$ cat src/rtl/fpu_rr_scheduler.sv
// Round-robin scheduler sharing one FPU adder between N_REQ requesters.
// One op in flight: grant, issue, wait for done or timeout, then hold response until accepted.
module fpu_rr_scheduler #(
    parameter int unsigned N_REQ   = 4,
    parameter int unsigned TIMEOUT = 64,
    localparam int unsigned ID_W   = $clog2(N_REQ)
) (
    input  logic               clock,
    input  logic               reset,
    input  logic [N_REQ-1:0]   req_valid,
    output logic [N_REQ-1:0]   req_ready,
    input  logic [N_REQ*32-1:0] req_op_a,
    input  logic [N_REQ*32-1:0] req_op_b,
    output logic [31:0]        fpu_op_a,
    output logic [31:0]        fpu_op_b,
    output logic               fpu_start,
    input  logic               fpu_done,
    input  logic [31:0]        fpu_result,
    input  logic [3:0]         fpu_status,
    output logic               rsp_valid,
    input  logic               rsp_ready,
    output logic [ID_W-1:0]    rsp_id,
    output logic [31:0]        rsp_data,
    output logic [3:0]         rsp_status,
    output logic               busy
);

    localparam int unsigned CntW = $clog2(TIMEOUT);

    typedef enum logic [1:0] {StIdle, StIssue, StWait, StResp} state_e;

    state_e          state_q, state_d;
    logic [ID_W-1:0] rr_ptr_q;
    logic [CntW-1:0] wait_cnt_q;
    logic [31:0]     op_a_q, op_b_q, rsp_data_q;
    logic [ID_W-1:0] rsp_id_q;
    logic [3:0]      rsp_status_q;

    logic            gnt_found;
    logic [ID_W-1:0] gnt_idx;
    int unsigned     scan_idx;
    logic            timeout_hit;

    // First valid requester at or after rr_ptr, wrapping modulo N_REQ.
    always_comb begin
        gnt_found = 1'b0;
        gnt_idx   = '0;
        scan_idx  = 0;
        for (int unsigned i = 0; i < N_REQ; i++) begin
            scan_idx = (32'(rr_ptr_q) + i) % N_REQ;
            if (!gnt_found && req_valid[scan_idx]) begin
                gnt_found = 1'b1;
                gnt_idx   = ID_W'(scan_idx);
            end
        end
    end

    assign timeout_hit = (wait_cnt_q == CntW'(TIMEOUT - 1));

    always_comb begin
        state_d   = state_q;
        req_ready = '0;
        unique case (state_q)
            StIdle: begin
                if (!reset && gnt_found) begin
                    req_ready[gnt_idx] = 1'b1;
                    state_d            = StIssue;
                end
            end
            StIssue: state_d = StWait;
            StWait:  if (fpu_done || timeout_hit) state_d = StResp;
            StResp:  if (rsp_ready) state_d = StIdle;
            default: state_d = StIdle;
        endcase
    end

    always_ff @(posedge clock) begin
        if (reset) begin
            state_q      <= StIdle;
            rr_ptr_q     <= '0;
            wait_cnt_q   <= '0;
            op_a_q       <= '0;
            op_b_q       <= '0;
            rsp_id_q     <= '0;
            rsp_data_q   <= '0;
            rsp_status_q <= '0;
        end else begin
            state_q <= state_d;
            case (state_q)
                StIdle: begin
                    if (gnt_found) begin
                        op_a_q   <= req_op_a[32*int'(gnt_idx) +: 32];
                        op_b_q   <= req_op_b[32*int'(gnt_idx) +: 32];
                        rsp_id_q <= gnt_idx;
                        rr_ptr_q <= ID_W'((32'(gnt_idx) + 1) % N_REQ);
                    end
                end
                StIssue: wait_cnt_q <= '0;
                StWait: begin
                    wait_cnt_q <= wait_cnt_q + CntW'(1);
                    // Done has priority over a same-cycle timeout.
                    if (fpu_done) begin
                        rsp_data_q   <= fpu_result;
                        rsp_status_q <= {1'b0, fpu_status[2:0]};
                    end else if (timeout_hit) begin
                        rsp_data_q   <= '0;
                        rsp_status_q <= 4'b1000;
                    end
                end
                default: ;
            endcase
        end
    end

    assign fpu_op_a   = op_a_q;
    assign fpu_op_b   = op_b_q;
    assign fpu_start  = (state_q == StIssue);
    assign rsp_valid  = (state_q == StResp);
    assign rsp_id     = rsp_id_q;
    assign rsp_data   = rsp_data_q;
    assign rsp_status = rsp_status_q;
    assign busy       = (state_q != StIdle);

endmodule

$ cat config.mk
export PLATFORM = sky130hd
export DESIGN_NAME = fpu_rr_scheduler
export DESIGN_NICKNAME = d
export VERILOG_FILES = /design/src/rtl/fpu_rr_scheduler.sv
export SDC_FILE = /design/constraint.sdc
export NUM_CORES = 1
export LEC_CHECK = 0
export CAP_MARGIN = 20
export CORE_AREA = 2 2 157 159
export DETAILED_ROUTE_END_ITERATION = 8
export DIE_AREA = 0 0 159 161
export PLACE_DENSITY = 0.59
export RECOVER_POWER = 25
export SYNTH_ARGS = -nofsm -noshare
export SYNTH_HDL_FRONTEND = slang
export SYNTH_SLANG_ARGS = --single-unit
$ cat constraint.sdc
create_clock -name clock -period 2.79 [get_ports clock]
set_input_delay 0.837 -clock clock [delete_from_list [all_inputs] [get_ports clock]]
set_output_delay 0.837 -clock clock [all_outputs]
set_load 0.01 [all_outputs]
# Word level (Yosys, flattened, before mapping)
# Cells that the tools add are included.
[word_totals] in_bits=300 reg_bits=112
[op_classes] shift=2 muxes=29 n_addsub=5 eq_ne=7 magnitude_cmp=6 n_reduce_logical=17
[op_table] cell="$shiftx A128 B8 Y32" n=2
[op_table] cell="$mux W32" n=2
[op_table] cell="$mux W4" n=4
[op_table] cell="$lt A2 B3 Y1 const B" n=5
[op_table] cell="$mux W2" n=7
[op_table] cell="$pmux W6 S2" n=1
[op_table] cell="$mux W1" n=9
[op_table] cell="$bmux W1 S2" n=4
[op_table] cell="$pmux W2 S4" n=1
[op_table] cell="$add A6 B1 Y6 const B" n=1
[op_table] cell="$eq A6 B6 Y1 const B" n=1
[op_table] cell="$reduce_bool A2 Y1" n=3
[op_table] cell="$logic_and A1 B1 Y1" n=5
[op_table] cell="$add A2 B1 Y2 const B" n=2
[op_table] cell="$add A2 B2 Y2 const B" n=2
[op_table] cell="$eq A2 B2 Y1 const B" n=2
[op_table] cell="$logic_not A1 Y1" n=4
[op_table] cell="$ne A2 B2 Y1 const B" n=2
[op_table] cell="$reduce_and A2 Y1" n=2
[op_table] cell="$reduce_and A3 Y1" n=1
[op_table] cell="$demux W1 S2" n=1
[op_table] cell="$eq A2 B1 Y1 const B" n=1
[op_table] cell="$ge A2 B1 Y1 const B" n=1
[op_table] cell="$logic_not A2 Y1" n=1
[op_table] cell="other kinds (2)" n=2

# Depth between registers and ports, before layout
# Gate-level depths: netlist of the first run.
[depth] depth_word=18 mapped_depth=7

# Least setup slack after synthesis of the first run
# Ideal clock, no wire load.
[synth_path] path_kind="input to output" from="input req_valid[1]" to="output req_ready[0]" required_time_ns=1.953 path_buffers=2 arrival_time_ns=2.043 slack_ns=-0.090 cell_stages=5 path_cell_list="buf_2 -> or4_4 -> and2_4 -> buf_2 -> and3_1"
[synth_via] elab_chain_len=18
[synth_rtl] element="from (decl)" line="10" text="input logic [N_REQ-1:0] req_valid,"
[synth_rtl] element="$bmux W1 S2" line="51" text="if (!gnt_found && req_valid[scan_idx]) begin"
[synth_rtl] element="$mux W1 (not written as such)" line="51"
[synth_rtl] element="$mux W1" line="51"
[synth_rtl] element="$logic_not A1 Y1" line="51"
[synth_rtl] element="$logic_and A1 B1 Y1" line="51"
[synth_rtl] element="$mux W1" line="51"
[synth_rtl] element="$logic_not A1 Y1" line="51"
[synth_rtl] element="$logic_and A1 B1 Y1" line="51"
[synth_rtl] element="(+2 left out)"
[synth_rtl] element="$logic_and A1 B1 Y1" line="51"
[synth_rtl] element="$mux W2" line="51"
[synth_rtl] element="$lt A2 B3 Y1 (not written as such) / $ge A2 B1 Y1 (equally long branches)" line="66" text="req_ready[gnt_idx] = 1'b1;"
[synth_rtl] element="$logic_and A1 B1 Y1 (not written as such)" line="66"
[synth_rtl] element="$mux W1 (not written as such)" line="66"
[synth_rtl] element="$demux W1 S2" line="66"
[synth_rtl] element="$mux W4 (*)" line="65" text="if (!reset && gnt_found) begin"
[synth_rtl] element="$mux W4 (*)" line="63" text="unique case (state_q)"
[synth_rtl] element="to (decl)" line="11" text="output logic [N_REQ-1:0] req_ready,"
# Mark *: on every way between the ends. The rest lies on a longest branch, timed or not. The select of a mux whose other input is x is not followed.

# Worst setup path in the final report of the first run
[layout_path] from="input req_valid[0]" to="output req_ready[0]"
# Same word-level chain as after synthesis.

==> results.toml, run 1 <==
[sta]
worst_slew_pin_slew_ns = 0.888
max_freq_mhz = 361
clock_skew_ns = 0.0150
setup_viol = 0
slew-limit-headroom_pct = 40.8
min_period_ns = 2.77
drv_slew = 0
rsz0062_at_grt = "false"
finalCritPeriodShare_pct = 99.2
setup_ws_ns = 0.0217
hold_violations = 0

[power]
p_per_area_nw_per_um2 = 772
ir_drop_uv = 672
p_total_mw = 7.93
clockPowerShare_pct = 16.5
p_leak_nw = 3.49
seqPwrFrac_pct = 29.0
swShare_pct = 42.0
netSwitchingPower_mw = 3.33
p_int_mw = 4.60
pwr-share-comb_pct = 54.6

[grt]
grt_max_degree = 69
overflow = 0
grt_pass1_wl_mm = 42.3
track_usage_pct = 21.0
first_global_vias = 7182
antenna_found_initial = 6

[setup_path]
crit_chain = "buf_6 -> or4_4 -> and2_4 -> and3_4 -> buf_6"
cp.arrival_ns = 1.93
cp-start-kind = "primary input"
critPathMaxStageDelay_ns = 0.54
crit_fanout = 6
crit_type = "in -> out"
r2r_slack_ns = 0.73
cp.required_ns = 1.95
endpoint_kind = "output port"
crit_top_cell = "buf_6"
worst_path_max_delay_cell = "or4_4"

[floorplanning]
rows = 57
ios = 409
die_h_um = 161
coreArea_um2 = 24000
die_w_um = 159
dieArea_um2 = 25600
start_util_pct = 23.3

[clocking]
htreeDepth = 3
path_clk_slew_ns = 0.08
cts_tree = "built"
cts.sinks = 112
cts_root_buf = "clkbuf_16"
cts_buffers = 9
clk_path_buf_depth = 2
clk_latency_ns = 0.36
cts_hold_buffers = 0

[final_layout]
seq_area_um2 = 2240
drive_above_1_share_pct = 6.50
fillers = 2445
post-route-util_pct = 42.9
final_nets = 1377
stdcell_area_um2 = 10300
synthToLayoutAreaGrowth_pct = 83.9
multi_input_area_um2 = 3030

[hold_path]
min_path_type = "reg -> reg"

[outcome]
status = "complete, no violations"

[drt]
via_per_inst = 5.15
wl_per_cell_um = 19.8
drc = 0
ant_nets = 0
wirelength_mm = 27.8
vias = 7237
drt_iter0_markers = 451
drtPass1Iterations = 4

[place]
dpl_cell_area_um2 = 9970
dp_hpwl_mm = 19.2
port_buffers = 407
dp_slack_ns = -0.819
routabilityCongestion = 0.848

[job]
cap_viol_max_count = 0

[synth]
synth.avg_cell_area_um2 = 7.90
yosysWarningCount = 0
synth-edff-count = 0
synthTopCellsByArea = "dfxtp_1 (40%), a32oi_1 (10%), a21oi_1 (9.4%)"
async_flop_share_pct = 0
synth-seq-area-share_pct = 40.1
synthCells = 707
syn-cell-area_um2 = 5590
synth_top_area_cell = "dfxtp_1"
syn-num-nets = 1012
synth_cell_types = 44
ys_seq_elements = 112
yosysTopAreaCellShare_pct = 40.1
ys.flop_type = "dfxtp_1"
## worst paths after layout
kind / startpoint / endpoint / cells past startpoint
worst max-delay path: req_valid[0] / req_ready[0] / 5
worst min-delay path: rsp_id[1] / rsp_id[1] / 2
worst max register to register: rr_ptr_q[0] / fpu_op_b[2] / 6
worst min register to register: rsp_id[1] / rsp_id[1] / 2
## worst max-delay path: cells and delay by family
family,cells,cell delay (ns)
simple gates,3,0.87
buf+inv,2,0.23
## stage by stage
step	cells	hold WS [ns]	setup TNS, ns
after floorplan	707	0.454	-0.0120
after global placement	1382	0.441	-31.02
after detailed placement	1382	0.454	-31.40
after CTS	1400	0.465	0
after global routing	1405	0.490	0
final	1405	0.460	0
## Yosys cell counts (all sizes together), types with 3 or more instances
library cell,n
and3,4
inv,6
nor3,3
o21ai,104
clkbuf,51
ha,5
buf,32
a21oi,105
nand3,64
a31oi,65
dfxtp,112
a32oi,64
xor2,3
nand4,3
nor2,9
nor2b,6
or3,4
nand2,45
## registers in the layout, summed over array words and instances (netlist names)
| signal | cells |
|---|---|
| fpu_op_a | 32 |
| fpu_op_b | 32 |
| rr_ptr_q | 2 |
| wait_cnt_q | 6 |
| rsp_id | 2 |
| state_q | 2 |
| rsp_data | 32 |
| rsp_status | 4 |
## power by group through the flow
| stage | logic [mW] | clock network [mW] | registers (mW) |
|---|---|---|---|
| finish | 4.33 | 1.31 | 2.30 |
| global route | 4.71 | 1.43 | 2.36 |
| CTS | 4.39 | 1.37 | 2.30 |
| detailed placement | 4.35 | 0 | 2.33 |
| global placement | 4.35 | 0 | 2.32 |
| floorplan | 2.13 | 0 | 2.50 |
## routing by layer
layer	vias up	global-route usage (%)	wire, um
li1	3427	-	-
met1	3401	25.3	11700
met2	358	35.2	13000
met3	49	6.14	2350
met4	2	8.47	844
met5	-	0	16
## timing repair
| item | in CTS | in global routing |
|---|---|---|
| setup endpoints to repair | 72 | 1 |
| pin swaps | 3 | 2 |
| setup buffers | 2 | 1 |
| resized for setup | 39 | 1 |
## final cells by class
| class | count | share of cell area, % |
|---|---|---|
| Antenna cell | 4 | 0.0975 |
| Clock buffer | 9 | 2.19 |
| Clock inverter | 7 | 0.597 |
| Inverter | 6 | 0.219 |
| Multi-Input combinational cell | 506 | 29.5 |
| Sequential cell | 112 | 21.8 |
| Tap cell | 324 | 3.95 |
| Timing Repair Buffer | 437 | 41.6 |
## placed cells by master (no fill, tap or decap), drive strengths merged, types with 2 or more instances in the layout
master and n:
and2 2, dfxtp 112, nor2b 6, ha 5, and3 4, o21bai 2, dlygate4sd3 13, diode 4
a32oi 64, nor3 3, nand3 64, o221ai 2, a211oi 2, o21a 2, a21oi 105, or3 4
buf 36, clkdlybuf4s50 386, clkbuf 11, o21ai 104, clkinv 2, nor2 9, nand4 3, inv 10
xor2 3, a31oi 65, nand2 45, o311ai 2
## cell families after synthesis
family / after synthesis / synth area share [%]
AOI/OAI and AO/OA: 352 / 38.2
and+or+nand+nor: 144 / 12.5
DFF: 112 / 40.1
buffers and inverters: 89 / 7.24
adders and majority gates: 5 / 1.12
xor gates and xnor gates: 4 / 0.627
muxes: 1 / 0.179
(Power assumes the default switching activity.)
==> inputs of run 2 (changes only) <==
--- a/config.mk
+++ b/config.mk
@@ -9,6 +9,7 @@
 export CORE_AREA = 2 2 157 159
 export DETAILED_ROUTE_END_ITERATION = 8
 export DIE_AREA = 0 0 159 161
+export GPL_TIMING_DRIVEN = 0
 export PLACE_DENSITY = 0.59
 export RECOVER_POWER = 25
 export SYNTH_ARGS = -nofsm -noshare
==> run 2 against run 1 <==
  * The flow now finishes with violations (negative setup slack)
  * Cell count rose by 4.7%
  * Clock power rose by 11%
  * Global-route usage rose by 1.6 points
  * Non-clock buffer count rose by 60
  * First-iteration DRC count rose by 24%
  * Utilization rose by 1.4 points
  * Via count rose by 3.5%
  * Clock skew fell by 0.0073 ns
  * Routed wire length rose by 8.8%
  * Register-to-register slack got worse by 0.11 ns
  * Critical path depth did not move
  * Sequential share of layout area fell by 0.67 points
==> results.toml, run 2 (synthesized netlist as in run 1, its figures left out) <==
[outcome]
status = "finished, violations left"
violations = "negative setup slack"

[final_layout]
synthToLayoutAreaGrowth_pct = 89.7
final_common_cell = "clkdlybuf4s50_1"
multi_input_area_um2 = 2990
fillers = 2453
drive_above_1_share_pct = 6.77
most-common-layout-cells = "clkdlybuf4s50_1 (398), dfxtp_1 (112), a21oi_1 (105), o21ai_0 (87), a31oi_1 (65)"
final_nets = 1437
seq_area_um2 = 2240
post-route-util_pct = 44.2

[setup_path]
cp.arrival_ns = 2.01
worst_path_max_delay_cell = "or4_4"
cp_top_family = "simple AND/OR/NAND/NOR gates"
cp-start-kind = "primary input"
cp.required_ns = 1.95
endpoint_kind = "output port"
worst-path-buf-inv = 2
crit_fanout = 6
crit_type = "in -> out"
critPathMaxStageDelay_ns = 0.58
crit_chain = "buf_12 -> or4_4 -> and2_4 -> and3_4 -> buf_6"

[clocking]
clk_path_buf_depth = 2
cts_tree = "built"
cts.sinks = 112
path_clk_slew_ns = 0.08
htreeDepth = 3
cts_root_buf = "clkbuf_16"
cts_buffers = 9
cts_hold_buffers = 0
clk_latency_ns = 0.36

[sta]
worst_slew_pin_slew_ns = 0.832
setup_ws_ns = -0.0584
hold_ws_ns = 0.461
setup_viol = 2
hold_violations = 0
finalCritPeriodShare_pct = 102
drv_slew = 0
clock_skew_ns = 0.00769
max_freq_mhz = 351
fin_tns_setup_ns = -0.117
min_period_ns = 2.85
rsz0062_at_grt = "true"
slew-limit-headroom_pct = 44.3

[grt]
grt_max_degree = 22
overflow = 0
grt_busiest_layer = "met2"
grt_pass1_wl_mm = 44.9
track_usage_pct = 22.6
grt.met1_usage_pct = 26.9
gr-usage-met2_pct = 38.4
antenna_found_initial = 13
first_global_vias = 7648
grt_use_met3_pct = 6.78

[power]
p_total_mw = 8.51
p_leak_nw = 3.58
p_per_area_nw_per_um2 = 803
ir_drop_uv = 394

[drt]
wl_per_cell_um = 20.6
via_per_inst = 5.09
vias = 7493
wirelength_mm = 30.3
ant_nets = 0
drtPass1Iterations = 5
drt_iter0_markers = 561
drc = 0

[floorplanning]
die_w_um = 159
ios = 409
die_h_um = 161
coreArea_um2 = 24000
start_util_pct = 23.3
rows = 57
dieArea_um2 = 25600

[job]
cap_viol_max_count = 0

[hold_path]
min_path_type = "reg -> reg"

[place]
routabilityCongestion = 0.949
dp_hpwl_mm = 22.9
port_buffers = 404
## run 2: worst min-delay path: stages, from the launching register on
cell	delay (ns)
dfxtp_1	0.31
nand2_1	0.05
a21oi_1	0.05
## run 2: final timing paths
path	cells past startpoint	start	to	slack, ns
max reg2reg	9	rr_ptr_q[1]	fpu_op_b[19]	0.62
min	2	rsp_id[0]	rsp_id[0]	0.46
min reg2reg	2	rsp_id[0]	rsp_id[0]	0.46
max	5	req_valid[0]	req_ready[1]	-0.06
## run 2: area by class of cell
cell class / instances / area share (%)
diodes: 10 / 0.236
plain buffers: 78 / 4.04
inverters: 6 / 0.248
clock buffers: 9 / 2.13
repair buffers: 419 / 39.2
multi-input cells: 506 / 28.2
clock inverters: 7 / 0.945
well taps: 324 / 3.83
flip-flops and latches: 112 / 21.2
## run 2: power by group
group / internal (mW) / switching (mW)
clock: 0.732 / 0.721
combinational: 2.17 / 2.58
sequential: 2.06 / 0.249
## run 2: per-layer routing
layer  routed length (um)  share of wire, %
met3                 2410               8.0
met1                12300                41
met2                14700                49
met4                  822               2.7
met5                   13             0.043
## run 2: through the flow
stage / cell area, um^2 / worst slack, ns / instances
floorplan: 5610 / -0.0120 / 707
global placement: 10100 / -1.41 / 1435
detailed placement: 10100 / -1.44 / 1435
CTS: 10500 / -0.0640 / 1459
global route: 10600 / -0.0737 / 1470
finish: 10600 / -0.0584 / 1471
## run 2: timing repair
item,in CTS,in global routing
pin swaps,2,2
resized for setup,59,10
buffers inserted,12,3
setup endpoints to repair,9,4
==> inputs of run 3 (changes only) <==
--- a/config.mk
+++ b/config.mk
@@ -10,7 +10,7 @@
 export DETAILED_ROUTE_END_ITERATION = 8
 export DIE_AREA = 0 0 159 161
 export GPL_TIMING_DRIVEN = 0
-export PLACE_DENSITY = 0.59
+export PLACE_DENSITY = 0.57
 export RECOVER_POWER = 25
 export SYNTH_ARGS = -nofsm -noshare
 export SYNTH_HDL_FRONTEND = slang
==> constraint.sdc (replaced) <==
create_clock -name clock -period 3.03 [get_ports clock]
set_input_delay 0.909 -clock clock [delete_from_list [all_inputs] [get_ports clock]]
set_output_delay 0.909 -clock clock [all_outputs]
set_load 0.01 [all_outputs]
==> run 3 against run 2 <==
  * The flow still finishes with violations (negative setup slack)
  * Register-to-register slack better by 0.12 ns
  * Non-clock buffer count is 2 higher
  * Routed wire length hardly changed
  * Die area stayed put
  * Power is 10% lower
  * Clock skew is 0.0017 ns higher
  * Clock-buffer cell count is 1 higher
  * Via count is 0.87% lower
  * Sequential power is 8% lower
  * Cell area is 0.46% lower
  * Cell count hardly changed
  * Largest cell class unchanged
  * Highest routed layer is now met4
==> results.toml, run 3 (synthesized netlist as in run 1, its figures left out) <==
[sta]
slew-limit-headroom_pct = 44.7
finalCritPeriodShare_pct = 103
setup_viol = 2
clock_skew_ns = 0.00942
setup_ws_ns = -0.0759
max_freq_mhz = 322
worst_slew_pin_slew_ns = 0.825
hold_violations = 0
hold_ws_ns = 0.460
drv_slew = 0
min_period_ns = 3.11
fin_tns_setup_ns = -0.143
rsz0062_at_grt = "true"

[place]
dpl_cell_area_um2 = 10000
dp_cells = 1435
dp_slack_ns = -1.40
port_buffers = 404
dp_hpwl_mm = 23.0
routabilityCongestion = 0.834

[clocking]
cts_tree = "built"
cts_hold_buffers = 0
cts_root_buf = "clkbuf_16"
path_clk_slew_ns = 0.08
htreeDepth = 3
clk_path_buf_depth = 2
cts_buffers = 9
clk_latency_ns = 0.36
cts.sinks = 112

[drt]
via_per_inst = 5.05
drtPass1Iterations = 5
wirelength_mm = 30.3
wl_per_cell_um = 20.6
drt_iter0_markers = 510
ant_nets = 0
drc = 0
vias = 7428

[power]
p_leak_nw = 3.67
ir_drop_uv = 324
p_per_area_nw_per_um2 = 726

[job]
cap_viol_max_count = 0

[final_layout]
final_common_cell = "clkdlybuf4s50_1"
synthToLayoutAreaGrowth_pct = 88.8
multi_input_area_um2 = 2970
final_nets = 1439
seq_area_um2 = 2240
drive_above_1_share_pct = 6.23
stdcell_count = 1472
most-common-layout-cells = "clkdlybuf4s50_1 (360), dfxtp_1 (112), a21oi_1 (105), o21ai_0 (86), a31oi_1 (65)"
stdcell_area_um2 = 10500
fillers = 2454

[grt]
first_global_vias = 7641
grt_max_degree = 20
overflow = 0
grt_pass1_wl_mm = 45.0
track_usage_pct = 22.7
antenna_found_initial = 8

[setup_path]
cp.required_ns = 2.12
cp.arrival_ns = 2.20
rr_startpoint = "state_q[0]"
cp-start-kind = "primary input"
r2r_slack_ns = 0.74
crit_type = "in -> out"
rr_worst_depth = 7
crit_fanout = 9
crit_start = "req_valid[1]"
critical_path.endpoint = "req_ready[0]"
r2r_end = "rr_ptr_q[1]"
endpoint_kind = "output port"

[floorplanning]
die_w_um = 159
coreArea_um2 = 24000
die_h_um = 161
ios = 409
dieArea_um2 = 25600
start_util_pct = 23.3
rows = 57

[outcome]
status = "finished, violations left"
violations = "negative setup slack"

[hold_path]
min_path_type = "reg -> reg"
[run 3: cell type report]
| type | instances | area share, % |
|---|---|---|
| clock buffer | 10 | 2.17 |
| inverter | 6 | 0.249 |
| sequential | 112 | 21.3 |
| tap | 324 | 3.84 |
| multi-input combinational | 506 | 28.2 |
| timing repair buffer | 420 | 39.5 |
| buffer | 79 | 4.07 |
| antenna | 9 | 0.214 |
| clock inverter | 6 | 0.475 |
[run 3: power by group]
| group | switching (mW) | internal (mW) | leakage [nW] |
|---|---|---|---|
| Clock | 0.623 | 0.575 | 0.141 |
| Combinational | 2.36 | 1.97 | 2.61 |
| Sequential | 0.228 | 1.90 | 0.921 |
[run 3: per-layer routing]
metal  track usage (%)  part of all wire [%]  vias up
met3              6.83                   8.2       40
li1                  -                     -     3575
met2              39.9                    49      331
met5                 0                     0        -
met4              8.43                   2.5        0
met1              26.1                    41     3482
[run 3: worst max-delay path: stages]
cell and delay [ns]:
buf_6 0.12, or4_4 0.56, and2_4 0.21, buf_6 0.12, and3_4 0.16, buf_6 0.11
[run 3: repair_timing]
item                                    CTS  global route
buffers inserted                         13             3
pin swaps                                 2             0
endpoints found under the setup margin    4             4
resized for setup                        64             3
[run 3: worst min path at each step]
stage	start	to	slack, ns	cells after the start
floorplan	wait_cnt_q[5]	wait_cnt_q[5]	0.45	2
finish	rsp_id[1]	rsp_id[1]	0.46	2
global placement	rsp_id[1]	rsp_id[1]	0.44	2
global route	rsp_data[14]	rsp_data[14]	0.50	2
CTS	rsp_id[1]	rsp_id[1]	0.47	2
detailed placement	rsp_id[1]	rsp_id[1]	0.46	2
[run 3: per-stage QoR]
step | power [mW] | util (%)
2_1_floorplan | 4.23 | -
3_3_place_gp | 6.31 | 41.9
3_5_place_dp | 6.31 | 41.9
4_1_cts | 7.79 | 43.8
5_1_grt | 8.21 | 44.0
6_report | 7.66 | 44.0
